==> src/rtl/cacheline_burst_adapter.sv <==
// Cache-line <-> memory-burst adapter: assembles fill beats into one line and
// serializes evicted lines into ascending beats, with a one-cycle resp_o on completion.
module cacheline_burst_adapter #(
    parameter int s_offset = 5,
    parameter int s_burst  = 64,
    parameter int s_addr   = 32
) (
    input  logic                        clk,
    input  logic                        rst,
    input  logic                        read_i,
    input  logic                        write_i,
    input  logic [s_addr-1:0]           address_i,
    input  logic [8*(2**s_offset)-1:0]  line_i,
    output logic [8*(2**s_offset)-1:0]  line_o,
    output logic                        resp_o,
    output logic [s_addr-1:0]           address_o,
    output logic                        read_o,
    output logic                        write_o,
    output logic [s_burst-1:0]          burst_o,
    input  logic [s_burst-1:0]          burst_i,
    input  logic                        resp_i
);
    localparam int s_line = 8 * (2 ** s_offset);
    localparam int beats  = s_line / s_burst;
    localparam int cw     = (beats > 1) ? $clog2(beats) : 1;
    localparam logic [cw-1:0] last_cnt = cw'(beats - 1);

    typedef enum logic [1:0] {IDLE, READ, WRITE, DONE} state_t;

    state_t               r_state;
    logic [cw-1:0]        r_cnt;
    logic [s_addr-1:0]    r_addr;
    logic                 r_read;
    logic                 r_write;
    logic                 r_resp;
    logic [s_burst-1:0]   r_burst;

    logic [cw-1:0]                    w_cnt_inc;
    logic                             w_take_write;
    logic [beats-1:0][s_burst-1:0]    w_wbuf_all;

    assign w_cnt_inc    = r_cnt + cw'(1);
    assign w_take_write = !read_i && write_i;

    // One register pair per beat: the fill slot and the writeback buffer slot.
    for (genvar gi = 0; gi < beats; gi++) begin : g_beat
        localparam logic [cw-1:0] idx = cw'(gi);
        logic [s_burst-1:0] r_fill;
        logic [s_burst-1:0] r_wbuf;

        always_ff @(posedge clk) begin
            if (rst) begin
                r_fill <= '0;
                r_wbuf <= '0;
            end else begin
                if (r_state == READ && resp_i && r_cnt == idx)
                    r_fill <= burst_i;
                if (r_state == IDLE && w_take_write)
                    r_wbuf <= line_i[gi*s_burst +: s_burst];
            end
        end

        assign line_o[gi*s_burst +: s_burst] = r_fill;
        assign w_wbuf_all[gi] = r_wbuf;
    end

    always_ff @(posedge clk) begin
        if (rst) begin
            r_state <= IDLE;
            r_cnt   <= '0;
            r_addr  <= '0;
            r_read  <= 1'b0;
            r_write <= 1'b0;
            r_resp  <= 1'b0;
            r_burst <= '0;
        end else begin
            case (r_state)
                IDLE: begin
                    r_resp <= 1'b0;
                    if (read_i) begin
                        r_addr  <= {address_i[s_addr-1:s_offset], {s_offset{1'b0}}};
                        r_cnt   <= '0;
                        r_read  <= 1'b1;
                        r_state <= READ;
                    end else if (write_i) begin
                        r_addr  <= {address_i[s_addr-1:s_offset], {s_offset{1'b0}}};
                        r_cnt   <= '0;
                        r_write <= 1'b1;
                        r_burst <= line_i[s_burst-1:0];
                        r_state <= WRITE;
                    end
                end
                READ: begin
                    if (resp_i) begin
                        r_cnt <= w_cnt_inc;
                        if (r_cnt == last_cnt) begin
                            r_read  <= 1'b0;
                            r_resp  <= 1'b1;
                            r_state <= DONE;
                        end
                    end
                end
                WRITE: begin
                    // burst_o is preloaded with the next beat so it stays a plain register.
                    if (resp_i) begin
                        r_cnt <= w_cnt_inc;
                        if (r_cnt == last_cnt) begin
                            r_write <= 1'b0;
                            r_burst <= '0;
                            r_resp  <= 1'b1;
                            r_state <= DONE;
                        end else begin
                            r_burst <= w_wbuf_all[w_cnt_inc];
                        end
                    end
                end
                DONE: begin
                    r_resp  <= 1'b0;
                    r_state <= IDLE;
                end
                default: r_state <= IDLE;
            endcase
        end
    end

    assign address_o = r_addr;
    assign read_o    = r_read;
    assign write_o   = r_write;
    assign resp_o    = r_resp;
    assign burst_o   = r_burst;

endmodule

==> config.mk <==
export PLATFORM = sky130hd
export DESIGN_NAME = cacheline_burst_adapter
export DESIGN_NICKNAME = d
export VERILOG_FILES = /design/src/rtl/cacheline_burst_adapter.sv
export SDC_FILE = /design/constraint.sdc
export NUM_CORES = 1
export LEC_CHECK = 0
export CORE_AREA = 8 8 267 269
export CTS_CLUSTER_DIAMETER = 40
export DETAILED_ROUTE_END_ITERATION = 10
export DIE_AREA = 0 0 275 277
export PLACE_DENSITY = 0.68
export SETUP_SLACK_MARGIN = 0.4
export SLEW_MARGIN = 5
export SYNTH_ARGS = -nofsm -noshare
export SYNTH_HDL_FRONTEND = slang
export SYNTH_SLANG_ARGS = --single-unit
==> constraint.sdc <==
create_clock -name clk -period 2.75 [get_ports clk]
set_input_delay 0.4125 -clock clk [delete_from_list [all_inputs] [get_ports clk]]
set_output_delay 0.4125 -clock clk [all_outputs]
set_load 0.01 [all_outputs]
==> results.toml <==
[job]
cap_violations = 0

[timing]
worst_pin_slew_ns = 0.564
skew_ns = 0.0296
setup_viol = 0
fin_setup_tns_ns = 0
final_max_slew_viol_count = 0
finalCritPeriodShare_pct = 83.1
holdWs_ns = 0.209
setup_ws_ns = 0.465
finalHoldViolCount = 0
slew_headroom_pct = 62.4
final.min_clock_period_ns = 2.29
fmax_ghz = 0.438
rsz0062_at_grt = "yes"

[detailed_routing]
dr_total_vias = 22887
drc = 0
wl_per_cell_um = 21.0
drtIter0Drc = 2320
avgViaCountPerCell = 5.15
ant_nets = 0
dr.pass1.iters = 7
wirelength_um = 93300

[global_routing]
grt_pass1_wl_um = 136000
track_usage_pct = 22.8
grt_pass1_vias = 21668
grt_antenna_before_repair = 13
gr-total-overflow = 0
grt_max_degree = 112

[yosys]
avgSynthCellArea_um2 = 8.24
synth_cell_types = 38
ys_async_sr_fraction_pct = 0
synth_edf_count = 0
netlist_area_mm2 = 0.0236
ys_seq_elements = 610
synthFlopType = "dfxtp_1"
synth_top_area_share_pct = 51.8
ys_warn_count = 0
yosys.area.top_type = "dfxtp_1"
postSynthCellCount = 2864
synthTopCellsByArea = "dfxtp_1 (52%), nand2_1 (17%), a21oi_1 (12%)"
synth_seq_area_share_pct = 51.8

[power]
power_w = 0.0317
clkPwrFrac_pct = 41.4
power.leakage_nw = 12.3
intPower_w = 0.0221
pwr-share-comb_pct = 25.1
pwr-share-seq_pct = 33.4
netSwitchingPower_w = 0.00967
p_sw_share_pct = 30.5
ir_drop_uv = 537
powerDensity_mw_per_mm2 = 903

[min_path]
holdPathStages = 2
holdPathEnd = "g_beat[1].r_wbuf[53]$_SDFFE_PP0P_"
min_from = "rst"
hold_class = "in2reg"

[floorplan]
die_area_mm2 = 0.0762
io_pins = 712
rows = 95
die_h_um = 277
core_area_mm2 = 0.0668
start_util_pct = 35.3
dieWidth_um = 275

[worst_setup_path]
rr_worst_depth = 7
end_kind = "flop"
r2r_slack_ns = 0.46
path_class = "reg2reg"
r2r_end = "burst_o[58]$_SDFFE_PP0P_"
startpoint_type = "flop"
crit_fanout = 35
r2r-start = "r_cnt[0]$_SDFFE_PP0P_"
worstPathArrival_ns = 2.78
crit_required_ns = 3.25

[cts]
cts_tree = "built"
htreeDepth = 3
root_buffer = "clkbuf_16"
clock_sinks = 610
clkLatencyLatePin_ns = 0.64
numCtsBuffers = 100
clockBufferDepth = 3
clk_pin_slew_worst_paths_ns = 0.05

[outcome]
status = "finished clean"

[finish]
nNetsFinal = 3845
final_layout_size_suffix_gt1_share_pct = 9.82
synthToLayoutAreaGrowth_pct = 49.1
fin_area_mm2 = 0.0352

[placement]
gp_congestion = 0.858
pre_cts_slack_ns = 0.359
hpwl_um = 62400
postPlaceCellArea_mm2 = 0.0314
portBuffers = 701
==> cells in the mapped netlist (12+ instances only) <==
cell type,number
nand2_1,1080
buf_6,13
mux2_1,45
buf_1,16
a31oi_1,64
clkbuf_1,128
dfxtp_1,610
buf_4,12
a222oi_1,64
buf_2,84
a21oi_1,545
a211oi_1,64
mux2_2,85
==> state kept, by name (all words and copies together) (netlist names) <==
register / cells
address_o: 27
burst_o: 64
g_beat.r_fill: 256
g_beat.r_wbuf: 256
r_cnt: 2
r_state: 2
read_o: 1
resp_o: 1
write_o: 1
==> worst max path at each step <==
stage	start	end	slack (ns)	depth (start not counted)
floorplan	r_cnt[0]$_SDFFE_PP0P_	burst_o[10]$_SDFFE_PP0P_	0.83	7
detailed placement	resp_i	burst_o[31]$_SDFFE_PP0P_	0.36	5
finish	r_cnt[0]$_SDFFE_PP0P_	burst_o[58]$_SDFFE_PP0P_	0.46	7
global placement	resp_i	burst_o[20]$_SDFFE_PP0P_	0.40	5
global route	r_cnt[0]$_SDFFE_PP0P_	burst_o[60]$_SDFFE_PP0P_	0.39	7
CTS	r_cnt[0]$_SDFFE_PP0P_	burst_o[44]$_SDFFE_PP0P_	0.45	6
==> per-stage QoR <==
step,utilization [%],std cells
CTS,52.4,4431
global placement,47.0,4244
finish,52.7,4448
detailed placement,47.0,4244
floorplan,-,2868
global route,52.7,4447
==> per-layer routing <==
layer  wire (um)  track usage [%]
met1       36700             27.6
met2       45200             37.5
met3        7580             6.66
met4        3820             9.76
met5          13                0
==> cell usage in the layout, fill, tap and decap left out, types with 7 or more instances in the layout <==
cell | netlist | routed
a211oi_1 | 64 | 64
a21oi_1 | 545 | 545
a222oi_1 | 64 | 64
a31oi_1 | 64 | 64
buf_12 | 0 | 32
buf_4 | 12 | 24
bufinv_16 | 0 | 15
clkbuf_1 | 128 | 8
clkbuf_16 | 0 | 104
clkbuf_8 | 0 | 8
clkdlybuf4s50_1 | 0 | 700
clkinv_2 | 0 | 19
clkinv_4 | 0 | 11
clkinvlp_4 | 0 | 9
dfxtp_1 | 610 | 609
diode_2 | 0 | 11
ha_1 | 9 | 7
inv_6 | 0 | 11
mux2_1 | 45 | 44
mux2_2 | 85 | 86
nand2_1 | 1080 | 1079
==> power groups by stage <==
stage / clock network (W) / logic (W) / registers [W]
final: 0.0132 / 0.00798 / 0.0106
after global routing: 0.0138 / 0.00853 / 0.0107
after CTS: 0.0134 / 0.00782 / 0.0106
after detailed placement: 0 / 0.00777 / 0.0108
after global placement: 0 / 0.00772 / 0.0107
after floorplan: 0 / 0.00380 / 0.0110
==> logic make-up (layout without fill, tap and decap cells) <==
| group | count (synthesis) | after routing | share of synthesized area, % |
|---|---|---|---|
| and+or+nand+nor | 1106 | 1106 | 17.9 |
| AOI/OAI and AO/OA | 748 | 748 | 18.4 |
| DFF | 610 | 610 | 51.8 |
| buffers and inverters | 259 | 955 | 5.18 |
| muxes | 131 | 131 | 6.25 |
| adders and majority gates | 9 | 9 | 0.477 |
| other | 1 | 16 | 0.0159 |
==> layout make-up <==
cell class                      instances  area (um^2)
Antenna cell                           11         27.5
Fill cell                            6112        31600
Multi-Input combinational cell       1999        10200
Clock buffer                          117         2670
Timing Repair Buffer                  763         7980
Inverter                                5         18.8
Sequential cell                       610        12200
Tap cell                              873         1090
Clock inverter                         70          942
==> repair_timing <==
action | 4_1_cts | 5_1_grt
pin swaps | 0 | 6
setup buffers | 0 | 3
gates cloned | 0 | 3
gates resized for setup | 2 | 4
hold buffers | 0 | 0
setup endpoints to repair | 22 | 23
==> critical path: stages, from the launching register on <==
cell and delay [ns]:
dfxtp_2 0.40, inv_1 0.12, ha_4 0.34, buf_4 0.17
clkbuf_16 0.27, mux2_1 0.36, a222oi_1 0.35, a211oi_1 0.12
No activity file was read; power rests on OpenSTA's default activity.
